[config.mk]
export PLATFORM = sky130hd
export DESIGN_NAME = muldiv_ctrl_flat
export DESIGN_NICKNAME = d
export VERILOG_FILES = /design/src/rtl/muldiv_ctrl_if.sv /design/src/rtl/muldiv_ctrl.sv /design/src/flat_wrapper.sv
export SDC_FILE = /design/constraint.sdc
export NUM_CORES = 1
export LEC_CHECK = 0
export BUFFER_PORTS_ARGS = -buffer_cell sky130_fd_sc_hd__buf_2
export CAP_MARGIN = 30
export CORE_AREA = 2 2 154 156
export DETAILED_ROUTE_END_ITERATION = 8
export DIE_AREA = 0 0 156 158
export PLACE_DENSITY = 0.57
export SLEW_MARGIN = 20
export SYNTH_ARGS = -nofsm -noshare
export SYNTH_HDL_FRONTEND = slang
export SYNTH_SLANG_ARGS = --single-unit
[constraint.sdc]
create_clock -name clk -period 10.1 [get_ports clk]
set_input_delay 2.525 -clock clk [delete_from_list [all_inputs] [get_ports clk]]
set_output_delay 2.525 -clock clk [all_outputs]
set_load 0.02 [all_outputs]
[src/rtl/muldiv_ctrl_if.sv]
// muldiv_ctrl_if: EX-stage request, multiplier/divider drive and HI/LO result bundle for muldiv_ctrl
interface muldiv_ctrl_if;
  logic        req_valid;
  logic [1:0]  req_op;
  logic [31:0] src1;
  logic [31:0] src2;
  logic        flush;
  logic        stallreq;
  logic        mul_signed;
  logic [31:0] mul_a;
  logic [31:0] mul_b;
  logic [63:0] mul_result;
  logic        div_start;
  logic        div_signed;
  logic [31:0] div_op1;
  logic [31:0] div_op2;
  logic        div_annul;
  logic        div_ready;
  logic [63:0] div_result;
  logic        result_valid;
  logic [31:0] hi_o;
  logic [31:0] lo_o;
  modport slave (
    input  req_valid, req_op, src1, src2, flush, mul_result, div_ready, div_result,
    output stallreq, mul_signed, mul_a, mul_b, div_start, div_signed, div_op1, div_op2,
           div_annul, result_valid, hi_o, lo_o
  );
  modport master (
    output req_valid, req_op, src1, src2, flush, mul_result, div_ready, div_result,
    input  stallreq, mul_signed, mul_a, mul_b, div_start, div_signed, div_op1, div_op2,
           div_annul, result_valid, hi_o, lo_o
  );
endinterface

[src/rtl/muldiv_ctrl.sv]
// muldiv_ctrl: sequences mult/multu/div/divu through external multiplier/divider and registers HI/LO.
// Optional MULDIV_DIV0_FAST_EN: divide-by-zero bypasses the divider (hi=src1, lo=all ones).
module muldiv_ctrl #(
  parameter int MUL_LAT = 2
) (
  input logic          clk,
  input logic          rst,
  muldiv_ctrl_if.slave bus
);
  typedef enum logic [1:0] {IDLE, MUL, DIV, DONE} state_t;
  state_t      r_state, w_next;
  logic [2:0]  r_cnt;
  logic [1:0]  r_op;
  logic [31:0] r_a, r_b, r_hi, r_lo;
  logic        w_accept, w_cap, w_div0, w_mul, w_div;
  logic [63:0] w_res;
`ifdef MULDIV_DIV0_FAST_EN
  assign w_div0 = bus.req_op[1] && bus.src2 == '0;
`else
  assign w_div0 = 1'b0;
`endif
  always_ff @(posedge clk or posedge rst)
    if (rst) r_state <= IDLE;
    else r_state <= w_next;
  always_comb begin
    w_next   = r_state;
    w_accept = 1'b0;
    w_cap    = 1'b0;
    w_res    = {r_hi, r_lo};
    case (r_state)
      IDLE: begin
        w_accept = bus.req_valid && !bus.flush;
        if (w_accept) w_next = w_div0 ? DONE : bus.req_op[1] ? DIV : MUL;
        w_cap = w_accept && w_div0;
        w_res = {bus.src1, 32'hFFFF_FFFF};
      end
      MUL: begin
        w_next = bus.flush ? IDLE : r_cnt == '0 ? DONE : MUL;
        w_cap  = !bus.flush && r_cnt == '0;
        w_res  = bus.mul_result;
      end
      DIV: begin
        w_next = bus.flush ? IDLE : bus.div_ready ? DONE : DIV;
        w_cap  = !bus.flush && bus.div_ready;
        w_res  = bus.div_result;
      end
      default: w_next = IDLE;
    endcase
  end
  always_ff @(posedge clk or posedge rst)
    if (rst) begin
      r_cnt <= '0;
      r_op  <= '0;
      r_a   <= '0;
      r_b   <= '0;
      r_hi  <= '0;
      r_lo  <= '0;
    end else begin
      if (w_accept) begin
        r_op  <= bus.req_op;
        r_a   <= bus.src1;
        r_b   <= bus.src2;
        r_cnt <= 3'(MUL_LAT - 1);
      end else if (r_state == MUL && r_cnt != '0) r_cnt <= r_cnt - 3'd1;
      if (w_cap) {r_hi, r_lo} <= w_res;
    end
  // Drive outputs are gated by rst so they drop combinationally, not just at the next edge.
  assign w_mul            = !rst && r_state == MUL;
  assign w_div            = !rst && r_state == DIV;
  assign bus.stallreq     = !rst && (r_state == MUL || r_state == DIV ||
                            (r_state == IDLE && bus.req_valid && !bus.flush));
  assign bus.mul_signed   = w_mul && r_op == 2'b00;
  assign bus.mul_a        = w_mul ? r_a : '0;
  assign bus.mul_b        = w_mul ? r_b : '0;
  assign bus.div_start    = w_div && !bus.div_ready;
  assign bus.div_signed   = w_div && r_op == 2'b10;
  assign bus.div_op1      = w_div ? r_a : '0;
  assign bus.div_op2      = w_div ? r_b : '0;
  assign bus.div_annul    = w_div && bus.flush;
  assign bus.result_valid = r_state == DONE;
  assign bus.hi_o         = r_hi;
  assign bus.lo_o         = r_lo;
endmodule

[src/flat_wrapper.sv]
// flat-port wrapper written by rule: the top's interface ports become plain ports
module muldiv_ctrl_flat 
#(
  parameter int MUL_LAT = 2
)
  (clk, rst, bus_req_valid, bus_req_op, bus_src1, bus_src2, bus_flush, bus_mul_result, bus_div_ready, bus_div_result, bus_stallreq, bus_mul_signed, bus_mul_a, bus_mul_b, bus_div_start, bus_div_signed, bus_div_op1, bus_div_op2, bus_div_annul, bus_result_valid, bus_hi_o, bus_lo_o);
  muldiv_ctrl_if bus_i ();
  input logic clk;
  input logic rst;
  input wire logic [$bits(bus_i.req_valid)-1:0] bus_req_valid;
  input wire logic [$bits(bus_i.req_op)-1:0] bus_req_op;
  input wire logic [$bits(bus_i.src1)-1:0] bus_src1;
  input wire logic [$bits(bus_i.src2)-1:0] bus_src2;
  input wire logic [$bits(bus_i.flush)-1:0] bus_flush;
  input wire logic [$bits(bus_i.mul_result)-1:0] bus_mul_result;
  input wire logic [$bits(bus_i.div_ready)-1:0] bus_div_ready;
  input wire logic [$bits(bus_i.div_result)-1:0] bus_div_result;
  output wire logic [$bits(bus_i.stallreq)-1:0] bus_stallreq;
  output wire logic [$bits(bus_i.mul_signed)-1:0] bus_mul_signed;
  output wire logic [$bits(bus_i.mul_a)-1:0] bus_mul_a;
  output wire logic [$bits(bus_i.mul_b)-1:0] bus_mul_b;
  output wire logic [$bits(bus_i.div_start)-1:0] bus_div_start;
  output wire logic [$bits(bus_i.div_signed)-1:0] bus_div_signed;
  output wire logic [$bits(bus_i.div_op1)-1:0] bus_div_op1;
  output wire logic [$bits(bus_i.div_op2)-1:0] bus_div_op2;
  output wire logic [$bits(bus_i.div_annul)-1:0] bus_div_annul;
  output wire logic [$bits(bus_i.result_valid)-1:0] bus_result_valid;
  output wire logic [$bits(bus_i.hi_o)-1:0] bus_hi_o;
  output wire logic [$bits(bus_i.lo_o)-1:0] bus_lo_o;
  assign bus_i.req_valid = bus_req_valid;
  assign bus_i.req_op = bus_req_op;
  assign bus_i.src1 = bus_src1;
  assign bus_i.src2 = bus_src2;
  assign bus_i.flush = bus_flush;
  assign bus_i.mul_result = bus_mul_result;
  assign bus_i.div_ready = bus_div_ready;
  assign bus_i.div_result = bus_div_result;
  assign bus_stallreq = bus_i.stallreq;
  assign bus_mul_signed = bus_i.mul_signed;
  assign bus_mul_a = bus_i.mul_a;
  assign bus_mul_b = bus_i.mul_b;
  assign bus_div_start = bus_i.div_start;
  assign bus_div_signed = bus_i.div_signed;
  assign bus_div_op1 = bus_i.div_op1;
  assign bus_div_op2 = bus_i.div_op2;
  assign bus_div_annul = bus_i.div_annul;
  assign bus_result_valid = bus_i.result_valid;
  assign bus_hi_o = bus_i.hi_o;
  assign bus_lo_o = bus_i.lo_o;
  muldiv_ctrl #(.MUL_LAT(MUL_LAT)) u_core (.clk(clk), .rst(rst), .bus(bus_i));
endmodule
==> impl_results.md <==
- Gpl congestion: a little under 0.8
- Relative slew slack: a little over two fifths
- Initial Util: about 29%
- Buffer depth of the longest clock path: 2
- Critical Path RT: around 7.6 ns
- Worst min path class: reg -> reg
- Worst Path Max Fanout: between 80 and 90
- PD cells: 291 nW/µm²
- DR vias: roughly 5600
- Vias in the first global route: ~5300
- CP Class: in -> out
- Actual slew at the worst max-slew pin: 0.858 ns
- Grt ovf: 0
- Post-CTS setup repair buffer count: 0
- CTS resizes: 0
- CTS Root Cell: clkbuf_16
- Synth Warn #: 0
- Outcome: complete, no violations
- CP max stage delay: 0.52 ns
- Worst skew pair latency: ~0.42 ns
- Post-place setup slack: 3.60 ns
- Final hold slack: around 0.48 ns
- CTS tree: yes
- Antenna Nets Post-Route: 0
- Netlist cell types: 28
- Register area share after synthesis: 49.9%
- Power Total: 2.78 mW
- Maximum VDD drop: roughly 150 µV
- Antenna violations before repair: 1
- FFs w/ async S/R, synth: 100%
- Die Wd: approximately 160 µm
- Largest net degree at the start of global routing: 82
- Leading area contributor after synthesis: dfrtp_1
- Most frequent cells after synthesis: 135 x dfrtp_1, 129 x and2_1, 107 x mux2_2
- Mapped Cells: around 550
- Top-count cell post-synth: dfrtp_1
- CP endpoint kind: output pin
- Core Box Area: 23100 µm²
- Count of buffers from port buffering: 396
- Static leakage: around 5.0 nW
- Layout Utilization: between 40% and 50%
- First-pass GRT wire length: 29600 µm
- Nets: 1128
- DP HPWL: approximately 14000 µm
- IO Count: a little under 400
- DRT Pass-1 Iters: 4
- Netlist Area Pre-Place: between 6000 and 7000 µm²
- Post-synth EDFFs: 0
- Yosys top cell area share: 49.9%
- CTS Buf Count: 17
- Register bit total from synthesis: approximately 140
- Cell mode on critical path: buf_2
- Rows: 56
- Critical path arrival: ~4 ns
- Final setup margin: between 3 and 4 ns
- Hold Vio Cnt, Final: 0
- Htree depth: 4
- CTS clock-pin slew for the worst setup and hold paths: 0.06 ns
- CP Launch Type: input pin
- Fill count: 2276
- GRT Overall Usage: approximately 16%
- # setup viols final: 0
- Area contributors post-synth: dfrtp_1 50%, mux2_2 18%, and2_1 12%, a221o_1 4.7%, a22o_1 4.1%
- FMAX: roughly 150 MHz
- Vias per Instance: 4.60
- Crit path buf inv count: 3
- Die area: approximately 25000 µm²
- Synth Flop Type: dfrtp_1
- Area delta synth->final: 41.3%
- RSZ-0062 raised after global routing: false
- Top delay family on crit path: buffers and inverters
- DR WL/cell: 16.5 µm
- Max-cap violations: 0
- Slowest cell on crit path: inv_6
- Setup TNS: 0 ns
- Ant. Diodes: 0
- Layout cells sized above 1: about 59%
- Synthesized area per cell: about 12 µm²
- Crit-path cells: buf_2 > inv_6 > nand2_1 > nor3b_1 > buf_2
- Fin crit share: approximately 64%
- CTS hold repair buffers: 0
- Clock Sinks: ~140
- Final min period: ~6.5 ns
- DR iter-0 viols: around 280
- DRC errors left: 0
- Max-slew violation count: 0
- WL final: roughly 20000 µm
- Syn nets: ~750
- Die Ht: roughly 160 µm
- FF-to-FF setup slack: about 7.1 ns
- Clock skew: 0.00657 ns
==> sequential cells by signal, summed over array words and instances (netlist names) <==
| name | flops |
|---|---|
| u_core.bus.hi_o | 32 |
| u_core.bus.lo_o | 32 |
| u_core.r_a | 32 |
| u_core.r_b | 32 |
| u_core.r_cnt | 3 |
| u_core.r_op | 2 |
| u_core.r_state | 2 |
==> cell families (layout without fill, tap and decap cells) <==
| logic type | Yosys count | after routing | share of synthesized area [%] |
|---|---|---|---|
| fa+ha+maj | 7 | 7 | 1.29 |
| simple gates | 144 | 144 | 13.3 |
| xor+xnor | 1 | 1 | 0.129 |
| flops | 135 | 135 | 49.9 |
| buf+inv | 53 | 443 | 3.78 |
| compound gates | 73 | 73 | 9.73 |
| mux | 132 | 132 | 21.9 |
==> worst register-to-register path, stage by stage (launching register included) <==
cell	delay [ns]
dfrtp_1	0.43
inv_1	0.11
ha_2	0.19
buf_4	0.57
mux2i_1	0.24
nor4_4	0.16
buf_4	0.65
mux2_2	0.52
==> metal layers <==
layer  GRT usage, %  vias up  part of all wire, %
li1               -     2689                    -
met1           19.4     2683                   42
met2           26.5      253                   48
met3           5.47       13                  8.4
met4           4.15        0                 0.94
met5              0        -                    0
==> through the flow <==
| step | instance area (µm²) | instances |
|---|---|---|
| after detailed placement | 9000 | 1193 |
| after global placement | 8960 | 1191 |
| after CTS | 9570 | 1225 |
| after floorplan | 6780 | 545 |
| final | 9570 | 1225 |
| after global routing | 9570 | 1225 |
==> power by group <==
part	total, mW	switching, mW	internal (mW)
clock	0.605	0.260	0.346
sequential	0.946	0.156	0.790
combinational	1.23	0.676	0.557
total	2.78	1.09	1.69
==> layout by cell type, fill, tap and decap left out, types with 3 or more instances in the layout <==
cell / count
buf_2: 396
dfrtp_1: 135
and2_1: 129
mux2_2: 107
a221o_1: 32
a22o_1: 32
mux2_1: 24
clkbuf_16: 17
inv_1: 6
inv_6: 6
ha_1: 5
buf_4: 5
a21oi_1: 4
clkinvlp_4: 4
nand2_1: 3
nor2_1: 3
==> cell type report <==
type | count | area, µm² | area share [%]
sequential | 135 | 3380 | 35.3
multi-input combinational | 357 | 3170 | 33.1
timing repair buffer | 403 | 2060 | 21.5
clock buffer | 18 | 429 | 4.48
tap | 290 | 363 | 3.79
clock inverter | 14 | 140 | 1.46
inverter | 8 | 35.0 | 0.366
==> worst paths after layout <==
path                                       endpoint  cells after the start          startpoint
min in group asynchronous       u_core.bus.hi_o[14]                      2                 rst
worst max-delay path                 bus_div_signed                      5                 rst
worst min-delay path             u_core.bus.hi_o[8]                      1  u_core.bus.hi_o[8]
max in group asynchronous       u_core.bus.hi_o[22]                      3                 rst
worst max register to register   u_core.bus.lo_o[9]                      7   u_core.r_state[0]
worst min register to register   u_core.bus.hi_o[8]                      1  u_core.bus.hi_o[8]
No activity file was read; power rests on OpenSTA's default activity.
